==> src/rtl/hazard_unit.sv <==
// Hazard control for the 5-stage MIPS pipeline: forwarding, load-use/branch/memory stalls and flushes.
// Optional performance counters are enabled by defining HAZARD_PERF_EN.
module hazard_unit #(
    parameter int MEM_TIMEOUT = 16,
    parameter int CNT_W       = 32
) (
    input  logic       clk,
    input  logic       reset,
    input  logic [4:0] rs_d,
    input  logic [4:0] rt_d,
    input  logic [4:0] rs_e,
    input  logic [4:0] rt_e,
    input  logic [4:0] writereg_e,
    input  logic       memtoreg_e,
    input  logic       regwrite_e,
    input  logic [4:0] writereg_m,
    input  logic       regwrite_m,
    input  logic       memaccess_m,
    input  logic       pcsrc_m,
    input  logic       dmem_ready,
    input  logic [4:0] writereg_w,
    input  logic       regwrite_w,
    output logic       stall_f,
    output logic       stall_d,
    output logic       stall_e,
    output logic       stall_m,
    output logic       flush_d,
    output logic       flush_e,
    output logic       flush_m,
    output logic       flush_w,
    output logic [1:0] forward_ae,
    output logic [1:0] forward_be,
    output logic       mem_err
`ifdef HAZARD_PERF_EN
    ,
    output logic [CNT_W-1:0] stall_cycles,
    output logic [CNT_W-1:0] flush_events
`endif
);

    typedef enum logic [1:0] {
        S_RUN      = 2'd0,
        S_MEM_WAIT = 2'd1,
        S_ERR      = 2'd2
    } state_t;

    state_t     r_state;
    state_t     w_next_state;
    logic [7:0] r_wait_cnt;
    logic       r_mem_err;

    logic w_mem_req_stall;
    logic w_wait_last;
    logic w_load_use;
    logic w_branch_flush;

    assign w_mem_req_stall = memaccess_m && !dmem_ready;
    assign w_wait_last     = (r_wait_cnt == 8'(MEM_TIMEOUT - 1));
    assign w_load_use      = memtoreg_e && regwrite_e && (writereg_e != 5'd0) &&
                             ((writereg_e == rs_d) || (writereg_e == rt_d));
    assign w_branch_flush  = (r_state == S_RUN) && !w_mem_req_stall && pcsrc_m;

    // MEM stage result is younger than WB, so it wins; register 0 is hard-wired zero.
    always_comb begin
        forward_ae = 2'b00;
        forward_be = 2'b00;
        if (regwrite_m && writereg_m != 5'd0 && writereg_m == rs_e)
            forward_ae = 2'b10;
        else if (regwrite_w && writereg_w != 5'd0 && writereg_w == rs_e)
            forward_ae = 2'b01;
        if (regwrite_m && writereg_m != 5'd0 && writereg_m == rt_e)
            forward_be = 2'b10;
        else if (regwrite_w && writereg_w != 5'd0 && writereg_w == rt_e)
            forward_be = 2'b01;
    end

    // NOTE: sequential state uses non-blocking assignments so every flop samples pre-edge values.
    always_ff @(posedge clk) begin
        if (reset) r_state <= S_RUN;
        else       r_state <= w_next_state;
    end

    // NOTE: every always_comb output gets a default first so no path can infer a latch.
    always_comb begin
        w_next_state = r_state;
        case (r_state)
            S_RUN:      if (w_mem_req_stall) w_next_state = S_MEM_WAIT;
            S_MEM_WAIT: begin
                if (dmem_ready)       w_next_state = S_RUN;
                else if (w_wait_last) w_next_state = S_ERR;
            end
            S_ERR:      w_next_state = S_ERR;
            default:    w_next_state = S_RUN;
        endcase
    end

    always_comb begin
        stall_f = 1'b0;
        stall_d = 1'b0;
        stall_e = 1'b0;
        stall_m = 1'b0;
        flush_d = 1'b0;
        flush_e = 1'b0;
        flush_m = 1'b0;
        flush_w = 1'b0;
        case (r_state)
            S_RUN: begin
                if (w_mem_req_stall) begin
                    {stall_f, stall_d, stall_e, stall_m, flush_w} = 5'b11111;
                end else if (pcsrc_m) begin
                    {flush_d, flush_e, flush_m} = 3'b111;
                end else if (w_load_use) begin
                    {stall_f, stall_d, flush_e} = 3'b111;
                end
            end
            S_MEM_WAIT: begin
                if (!dmem_ready)
                    {stall_f, stall_d, stall_e, stall_m, flush_w} = 5'b11111;
            end
            S_ERR: begin
                {stall_f, stall_d, stall_e, stall_m, flush_w} = 5'b11111;
            end
            default: ;
        endcase
    end

    // wait_cnt counts consecutive unready cycles, including the one that left RUN.
    always_ff @(posedge clk) begin
        if (reset) begin
            r_wait_cnt <= 8'd0;
            r_mem_err  <= 1'b0;
        end else begin
            case (r_state)
                S_RUN:      r_wait_cnt <= w_mem_req_stall ? 8'd1 : 8'd0;
                S_MEM_WAIT: begin
                    if (dmem_ready)        r_wait_cnt <= 8'd0;
                    else if (!w_wait_last) r_wait_cnt <= r_wait_cnt + 8'd1;
                end
                default:    r_wait_cnt <= r_wait_cnt;
            endcase
            if (w_next_state == S_ERR) r_mem_err <= 1'b1;
        end
    end

    assign mem_err = r_mem_err;

`ifdef HAZARD_PERF_EN
    logic [CNT_W-1:0] r_stall_cycles;
    logic [CNT_W-1:0] r_flush_events;

    // Both counters saturate at all-ones instead of wrapping.
    always_ff @(posedge clk) begin
        if (reset) begin
            r_stall_cycles <= '0;
            r_flush_events <= '0;
        end else begin
            if (stall_f && r_stall_cycles != '1)
                r_stall_cycles <= r_stall_cycles + 1'b1;
            if (w_branch_flush && r_flush_events != '1)
                r_flush_events <= r_flush_events + 1'b1;
        end
    end

    assign stall_cycles = r_stall_cycles;
    assign flush_events = r_flush_events;
`endif

endmodule
==> config.mk <==
export PLATFORM = sky130hd
export DESIGN_NAME = hazard_unit
export DESIGN_NICKNAME = d
export VERILOG_FILES = /design/src/rtl/hazard_unit.sv
export SDC_FILE = /design/constraint.sdc
export NUM_CORES = 1
export LEC_CHECK = 0
export ABC_AREA = 1
export CAP_MARGIN = 10
export CORE_UTILIZATION = 25
export CTS_CLUSTER_DIAMETER = 30
export DETAILED_ROUTE_END_ITERATION = 6
export GPL_TIMING_DRIVEN = 0
export PLACE_DENSITY = 0.5
export REMOVE_ABC_BUFFERS = 1
export SYNTH_ARGS = -nofsm -noshare
export SYNTH_HDL_FRONTEND = slang
export SYNTH_SLANG_ARGS = --single-unit
==> constraint.sdc <==
create_clock -name clk -period 2.49 [get_ports clk]
set_input_delay 0.747 -clock clk [delete_from_list [all_inputs] [get_ports clk]]
set_output_delay 0.747 -clock clk [all_outputs]
set_load 0.03 [all_outputs]
==> impl_results.md <==
* First-pass GRT wire length at 5220 µm
* R2R Path Start: r_wait_cnt[0]
* Fin cells at 303
* Post-CTS Setup Bufs at 0
* Input/output buffers at 56
* Ant diodes at 0
* Final hold violation count at 0
* Status: complete, but fails checks
* Setup slack, reg-to-reg at 0.92 ns
* Root buffer cell: clkbuf_8
* Worst setup path category: primary input to primary output
* Setup violators final at 0
* RR Endpoint: r_wait_cnt[6]
* Max-slew violation count at 0
* Sequential share of the synthesized area at 18.8%
* Seq cells post-synth at 11
* Sink Count at 11
* Die Area at 0.00497 mm²
* Power Dens Cells at 325 mW/mm²
* Avg Inst Size Synth at 5.98 µm²
* Iteration-0 DRC Markers at 43
* VDD IR max at 236 µV
* Post-synth ARST share at 0%
* Hold Path End: mem_err
* R2R depth at 9
* TritonCTS clock tree: yes
* Pre-antenna DRT Iters at 6
* Main area contributors after synthesis: dfxtp_1, nand2_1, xnor2_1, inv_1, nor2_1
* Largest net degree at the start of global routing at 10
* Worst-Skew Late Latency at 0.24 ns
* Vias in the first global route at 1237
* Routed Antenna Nets at 0
* Initial antenna violation count at 0
* Tcrit/Tclk final at 97.5%
* Clock buffer depth at 2
* Initial Util at 26.4%
* Drt total wl at 3100 µm
* Hold_sp: mem_err
* H-tree levels at 1
* Worst rel slew slack at 67.5%
* Unrepaired setup endpoints after global routing: false
* Clk slew on worst S/H paths at 0.05 ns
* Min Hold Slack at 0.477 ns
* Layout Skew at 0.00120 ns
* # placed instances at 299
* Minimum clock period at 2.43 ns
* Commonest non-fill, non-tap cell in the layout: nand2_1
* Grt total ovfl at 0
* Number of fill cells at 501
* DR vias at 1326
* Worst endpoint required time at 1.74 ns
* TNS Setup at 0 ns
* Layout cells sized above 1 at 28.7%
* Violated checks: DRC
* Leakage power figure at 0.876 nW
* CP endpoint kind: primary output
* Drt wl/cell at 10.2 µm
* Syn Inst Count at 196
* Tightest Pin Transition at 0.485 ns
* Crit path launch type: primary input
* Synthesis-to-layout area growth at 50.4%
* CP arrival at 1.68 ns
* Global placer's final weighted congestion at 0.817
* MaxCap Viol Count at 0
* Worst hold-check path type: flop to flop
* Hold path depth at 2
* Width of the die at 70.5 µm
* Most frequent cells in the layout: nand2_1, inv_1, nor2_1
* GRT Overall Usage at 12.9%
* Post-synth top flop: dfxtp_1
* Post-synth EDFFs at 0
* Layout Utilization at 39.7%
* IO Count at 57
* Synth area leader: dfxtp_1
* Area share of the largest cell type after synthesis at 18.8%
* TritonCTS buffer count at 3
* Rows at 24
* F_max at 0.412 GHz
* Nets at 297
* Post-DP HPWL at 2480 µm
* Die height at 70.5 µm
* Post-synthesis cell area at 0.00117 mm²
* YS warnings at 0
* Post-DR vias/cell at 4.38
* DRC viols at 8
* Hold-fix buffers, CTS at 0
* Crit path max fanout at 2
* Core area at 0.00444 mm²
* Post-synthesis cell type count at 24
-- layout make-up --
type	instances	area [µm²]	share of cell area, %
clock buffer	4	45.0	2.56
inverter	33	126	7.17
multi-input combinational	147	847	48.0
sequential	11	220	12.5
tap	52	65.1	3.69
timing repair buffer	56	459	26.0
-- state kept, by name, indices dropped and copies added, names as in the netlist --
name and flops:
r_wait_cnt 8, r_state 2, mem_err 1
-- per-stage QoR --
| stage | setup WS [ns] | power [mW] | area (µm²) |
|---|---|---|---|
| 2_1_floorplan | -0.696 | 0.282 | 1140 |
| 3_3_place_gp | -1.03 | 0.406 | 1760 |
| 3_5_place_dp | -0.986 | 0.405 | 1760 |
| 4_1_cts | 0.00193 | 0.582 | 1790 |
| 5_1_grt | 0.000587 | 0.610 | 1760 |
| 6_report | 0.0620 | 0.574 | 1760 |
-- metal layers --
| metal | share of wire (%) | vias to the layer above | wire length (µm) | GRT usage, % |
|---|---|---|---|---|
| met4 | 0 | 0 | 0 | 0.680 |
| li1 | - | 720 | - | - |
| met2 | 46 | 41 | 1430 | 21.9 |
| met3 | 6.3 | 0 | 195 | 3.46 |
| met5 | 0 | - | 0 | 0 |
| met1 | 48 | 565 | 1480 | 17.1 |
-- power by group --
group / internal (mW) / switching (mW) / total [mW]
logic: 0.0995 / 0.111 / 0.211
clock network: 0.113 / 0.0697 / 0.182
registers: 0.178 / 0.00269 / 0.181
total: 0.390 / 0.183 / 0.574
-- cell usage after synthesis (3+ instances only) --
cell type and count:
inv_1 30, xnor2_1 16, nor3_1 3, xor2_1 6, nand3_1 12, o21ai_0 5, a21oi_1 5, nand2_1 47
buf_4 4, a21oi_2 4, nor2_1 27, nand4_1 10, dfxtp_1 11
-- logic make-up (layout without fill, tap and decap cells) --
family          Yosys count  in the layout  synth area share (%)
simple gates            106            106                  40.9
buf+inv                  38             93                  13.7
xor+xnor                 22             22                  16.4
compound gates           18             18                  9.18
flops                    11             11                  18.8
fa+ha+maj                 1              1                  1.07
-- repair_timing --
| item | 4_1_cts | 5_1_grt |
|---|---|---|
| pin swaps | 34 | 33 |
| endpoints found under the setup margin | 12 | 12 |
| gates resized for setup | 171 | 40 |
-- critical path: stages --
cell	delay [ns]
clkdlybuf4s15_1	0.21
xor2_1	0.18
nor3_2	0.16
nand4_1	0.11
nor2_1	0.11
buf_4	0.16
-- how the worst max path moves through the flow --
stage / slack, ns / start / depth (start not counted) / end
after detailed placement: -0.99 / writereg_e[1] / 10 / stall_f
after global placement: -1.03 / writereg_e[1] / 10 / stall_d
final: 0.06 / rt_e[1] / 6 / forward_be[0]
after floorplan: -0.70 / writereg_e[4] / 8 / stall_d
after CTS: 0.002 / regwrite_m / 5 / forward_be[0]
after global routing: 0.0006 / writereg_e[4] / 10 / stall_f
No activity file was read; power rests on OpenSTA's default activity.
==> variant 1, RTL diff (same flow settings) <==
Re-encode `state_t` (3 states) as one-hot, 3 bits wide.
--- a/src/rtl/hazard_unit.sv
+++ b/src/rtl/hazard_unit.sv
@@ -38,10 +38,10 @@
 `endif
 );
 
-    typedef enum logic [1:0] {
-        S_RUN      = 2'd0,
-        S_MEM_WAIT = 2'd1,
-        S_ERR      = 2'd2
+    typedef enum logic [2:0] {
+        S_RUN      = 3'b001,
+        S_MEM_WAIT = 3'b010,
+        S_ERR      = 3'b100
     } state_t;
 
     state_t     r_state;
Behaviour: no difference found for any inputs over 10 cycles, from zero or initial values and one cycle with reset high; not proved beyond that.
==> variant 1 against the original RTL <==
- setup slack improved by 0.0043 ns
- routed wire length rose by 8.7%
- synthesized area rose by 4.9%
- largest cell class unchanged
- global-route usage rose by 0.40 points
- sequential cell count rose by 1
- combinational power barely moved
- total power rose by 9.8%
- die area rose by 4.8%
- clock skew rose by 0.0022 ns
- clock power rose by 21%
- largest power group is now the clock network
- cell area rose by 3.2%
==> variant 1: results (changes against the original RTL) <==
Status: complete, no violations
# port buffers: 56 (unchanged)
Ys async rst share: 0% (unchanged)
Synth area leaders: dfxtp_1 20%, nand2_1 16%, inv_1 11%
Vias in the first global route: 1277 (+3.2%)
Max reg flops: 8 (unchanged)
Final Skew: 0.00345 ns (+0.00225 ns)
Routed wire length: 3.37 mm (+8.7%)
P_leak: 0.000978 uW (+12%)
Synth cell types: 23 (-4.2%)
Met1 usage in global routing: 16.2% (-0.96 points)
First-pass GRT wire length: 5.51 mm (+5.6%)
Overall global routing resource usage: 13.3% (+0.40 points)
IR drop worst, VDD: 0.000147 V (-38%)
Vias per cell: 4.22 (-3.6%)
Seq/Total Area, Yosys: 19.5% (+0.75 points)
Max-cap violations: 0 (unchanged)
Layout fillers: 543 (+8.4%)
Met3 GRT Util: 3.33% (-0.13 points)
Share of cells above drive strength 1: 27.4% (-1.3 points)
Syn_area_per_cell: 5.83 um^2 (-2.5%)
Post-synth top cells: 54 x nand2_1, 36 x inv_1, 28 x nor2_1
GR Util met2: 24.4% (+2.5 points)
Ys Warns: 0 (unchanged)
Clk_lat worst skew: 0.25 ns
Placed instance area: 1840 um^2 (+4.3%)
Initial antenna violation count: 0 (unchanged)
Total number of vias: 1421 (+7.2%)
CP arrival: 1.68 ns (about the same)
Layout Nets: 316 (+6.4%)
Worst-margin pin slew: 0.425 ns (-0.0601 ns)
Reg with most FFs: r_wait_cnt
GP Congestion: 0.734 (-10%)
Pin count of the biggest net entering global routing: 11 (+1)
First drt pass iteration count: 4 (-2)
Clock-pin transition on the worst setup and hold timing paths: 0.06 ns
Initial DRC count: 63 (+47%)
Placed insts: 329 (+10%)
Number of CTS-inserted buffers: 3 (unchanged)
Placed wire-length estimate: 2.82 mm (+14%)
## variant 1: worst paths after layout
kind         cells after the start                    endpoint                        from  slack, ns
min reg2reg                      2        mem_err$_SDFFE_PP0N_        mem_err$_SDFFE_PP0N_       0.46
max                              5               forward_be[0]                  regwrite_m       0.07
min                              2        mem_err$_SDFFE_PP0N_        mem_err$_SDFFE_PP0N_       0.46
max reg2reg                      8  r_wait_cnt[0]$_SDFFE_PP0P_  r_wait_cnt[0]$_SDFFE_PP0P_       1.03
## variant 1: area by class of cell
class / instances / share of cell area [%]
inverter: 38 / 8.05
clock buffer: 4 / 3.03
timing repair buffer: 60 / 23.9
multi-input combinational: 156 / 47.2
sequential: 12 / 13.2
tap: 67 / 4.61
## variant 1: worst max-delay path, stage by stage
cell and delay, ns:
clkdlybuf4s50_1 0.47, o21ai_2 0.07, nor3_2 0.14, nor2_1 0.08, buf_4 0.17
## variant 1: what timing repair did
action	4_1_cts	5_1_grt
buffers inserted	3	1
cloned	0	0
pin swaps	30	30
gates resized for setup	180	36
setup endpoints to repair	12	10
hold endpoints to repair	0	0
## variant 1: power by group
group / internal, uW / total, uW / leakage, uW / switching (uW)
Combinational: 96.6 / 211 / 0.000852 / 114
Clock: 140 / 220 / 0.0000288 / 80.0
Sequential: 196 / 199 / 0.0000972 / 3.42
## variant 1: cells by family after synthesis
group	synth area share [%]
xor gates and xnor gates	15.7
buffers and inverters	14.6
DFF	19.5
AOI/OAI and AO/OA	5.90
adders and majority gates	1.02
and+or+nand+nor	43.2
## variant 1: per-stage QoR
stage	utilization [%]	hold slack [ns]	setup WS, ns
2_1_floorplan	-	0.464	-0.687
3_3_place_gp	39.0	0.448	-0.978
3_5_place_dp	39.0	0.459	-0.974
4_1_cts	39.5	0.466	0.0000940
5_1_grt	38.5	0.500	-0.00190
6_report	38.5	0.463	0.0663
## variant 1: layer usage
metal	up-vias	part of all wire, %
li1	769	-
met1	617	45
met2	35	51
met3	0	4.4
met4	0	0
met5	-	0
==> variant 2, RTL diff (config.mk and constraints unchanged) <==
Made on the original files. Add a define of `HAZARD_PERF_EN`.
--- a/src/rtl/hazard_unit.sv
+++ b/src/rtl/hazard_unit.sv
@@ -1,5 +1,7 @@
 // Hazard control for the 5-stage MIPS pipeline: forwarding, load-use/branch/memory stalls and flushes.
 // Optional performance counters are enabled by defining HAZARD_PERF_EN.
+`define HAZARD_PERF_EN
+
 module hazard_unit #(
     parameter int MEM_TIMEOUT = 16,
     parameter int CNT_W       = 32
Function (old outputs only; new: flush_events and stall_cycles): kept (equiv_simple and equiv_induct, registers matched by name and starting in step).
==> variant 2 against the original RTL <==
- the run ends with setup timing left
- setup slack worse by 0.14 ns
- total power rose to 5.3 times the old value
- critical path depth up 1
- die area rose to 4.2 times the old value
- synthesized area rose to 4.3 times the old value
- cell area rose to 4.0 times the old value
- sequential cell count up 64
- routed wire length rose to 5.3 times the old value
- clock skew up 0.0019 ns
- largest cell class unchanged
- largest power group is now the clock network
==> variant 2: results (changes against the original RTL) <==
Worst R2R Path Depth: 11 (+2)
Violated checks: setup timing
H-tree levels: 3 (+2)
Worst setup margin: -0.0806 ns (-0.143 ns)
Share of cells above drive strength 1: 11.4% (-17 points)
Hold Path Origin: r_wait_cnt[3]$_SDFFE_PP0P_
Clock root cell: clkbuf_16
Placed insts: 1185 (+300%)
Final Skew: 0.00308 ns (+0.00188 ns)
Clock-cell share: 4.72% (+2.2 points)
Flop2flop setup slack: 0.20 ns (-0.72 ns)
DP Worst Slack: -1.62 ns (-0.633 ns)
Cell Area, Synth: 5080 um^2 (+330%)
Number of CTS-inserted buffers: 9 (+6)
Layout fillers: 2228 (+340%)
Vias in the first global route: 5337 (+330%)
Seq/Total Area, Yosys: 29.6% (+11 points)
First-pass GRT wire length: 26.6 mm (+410%)
Signal buffers: 132 (+140%)
# port buffers: 120 (+110%)
Hold path endpoint: r_wait_cnt[4]$_SDFFE_PP0P_
Syn_area_per_cell: 6.15 um^2 (+2.8%)
Vias per cell: 4.57 (+4.3%)
Setup crit start: writereg_w[1]
Reg2reg start: stall_cycles[0]$_SDFFE_PP0P_
Overall global routing resource usage: 16.3% (+3.4 points)
P_leak: 0.00251 uW (+190%)
Routed wire length: 16.4 mm (+430%)
CP arrival: 1.82 ns (+0.14 ns)
Relative slew slack: 41.8% (-26 points)
Reg2reg end: stall_cycles[29]$_SDFFE_PP0P_
Remaining DRCs: 0 (-8)
Non-clock buffer share: 17.5% (-8.6 points)
Synth cell types: 36 (+50%)
Initial DRC count: 244 (+470%)
Clk_lat worst skew: 0.35 ns (+0.11 ns)
Non-clk invs: 81 (+150%)
DR WL/cell: 13.5 um (+32%)
Placed wire-length estimate: 11.6 mm (+370%)
Post-synth top cells: 267 x nand2_1, 98 x nor2_1, 79 x inv_1
Power, Total: 3060 uW (+430%)
Worst stage delay on the critical path: 0.32 ns (+0.11 ns)
Comb. pwr: 383 uW (+82%)
CLK BUF: 12 (+8)
Synth Register Bits: 75 (+64)
Multi-input combinational area share: 47.1% (-0.94 points)
# resized after CTS: 234 (+37%)
Placed instance area: 6500 um^2 (+270%)
Post-CTS Repair Setup Buffers: 4 (+4)
#MultiIn Comb: 644 (+340%)
GP Congestion: 0.889 (+8.7%)
Pin count of the biggest net entering global routing: 48 (+38)
Final hold slack: 0.473 ns (-0.00421 ns)
Critical Path Slowest Stage Cell: o41ai_2
Seq. cell area: 1500 um^2 (+580%)
Status: finished with violations
Post-route cell area: 6970 um^2 (+300%)
Setup violations, final: 2 (+2)
-- variant 2: cell count changes after synthesis, moves of 7 or more --
| cell | change |
|---|---|
| o21ai_0 | +7 |
| inv_1 | +49 |
| dfxtp_1 | +64 |
| nand3_1 | +46 |
| nor2_1 | +71 |
| buf_2 | +7 |
| xor2_1 | +33 |
| nor3_1 | +31 |
| nand2_1 | +220 |
| a21oi_1 | +60 |
| clkbuf_1 | +12 |
-- variant 2: cells by family (layout without fill, tap and decap cells) --
group	count (synthesis)	count (layout)	synth area share [%]
buffers and inverters	109	229	8.97
AO/OA/AOI/OAI	84	84	8.58
AND/OR/NAND/NOR	496	498	42.0
adder cells (fa/ha/maj)	3	3	0.739
flip-flops	75	75	29.6
XOR/XNOR	59	59	10.2
-- variant 2: routing by layer --
metal	GRT usage, %	vias to the layer above	share of wire [%]
met3	3.31	17	4.9
met5	0	-	0
met4	4.71	0	1.4
met1	20.9	2522	48
met2	27.3	121	46
li1	-	2879	-
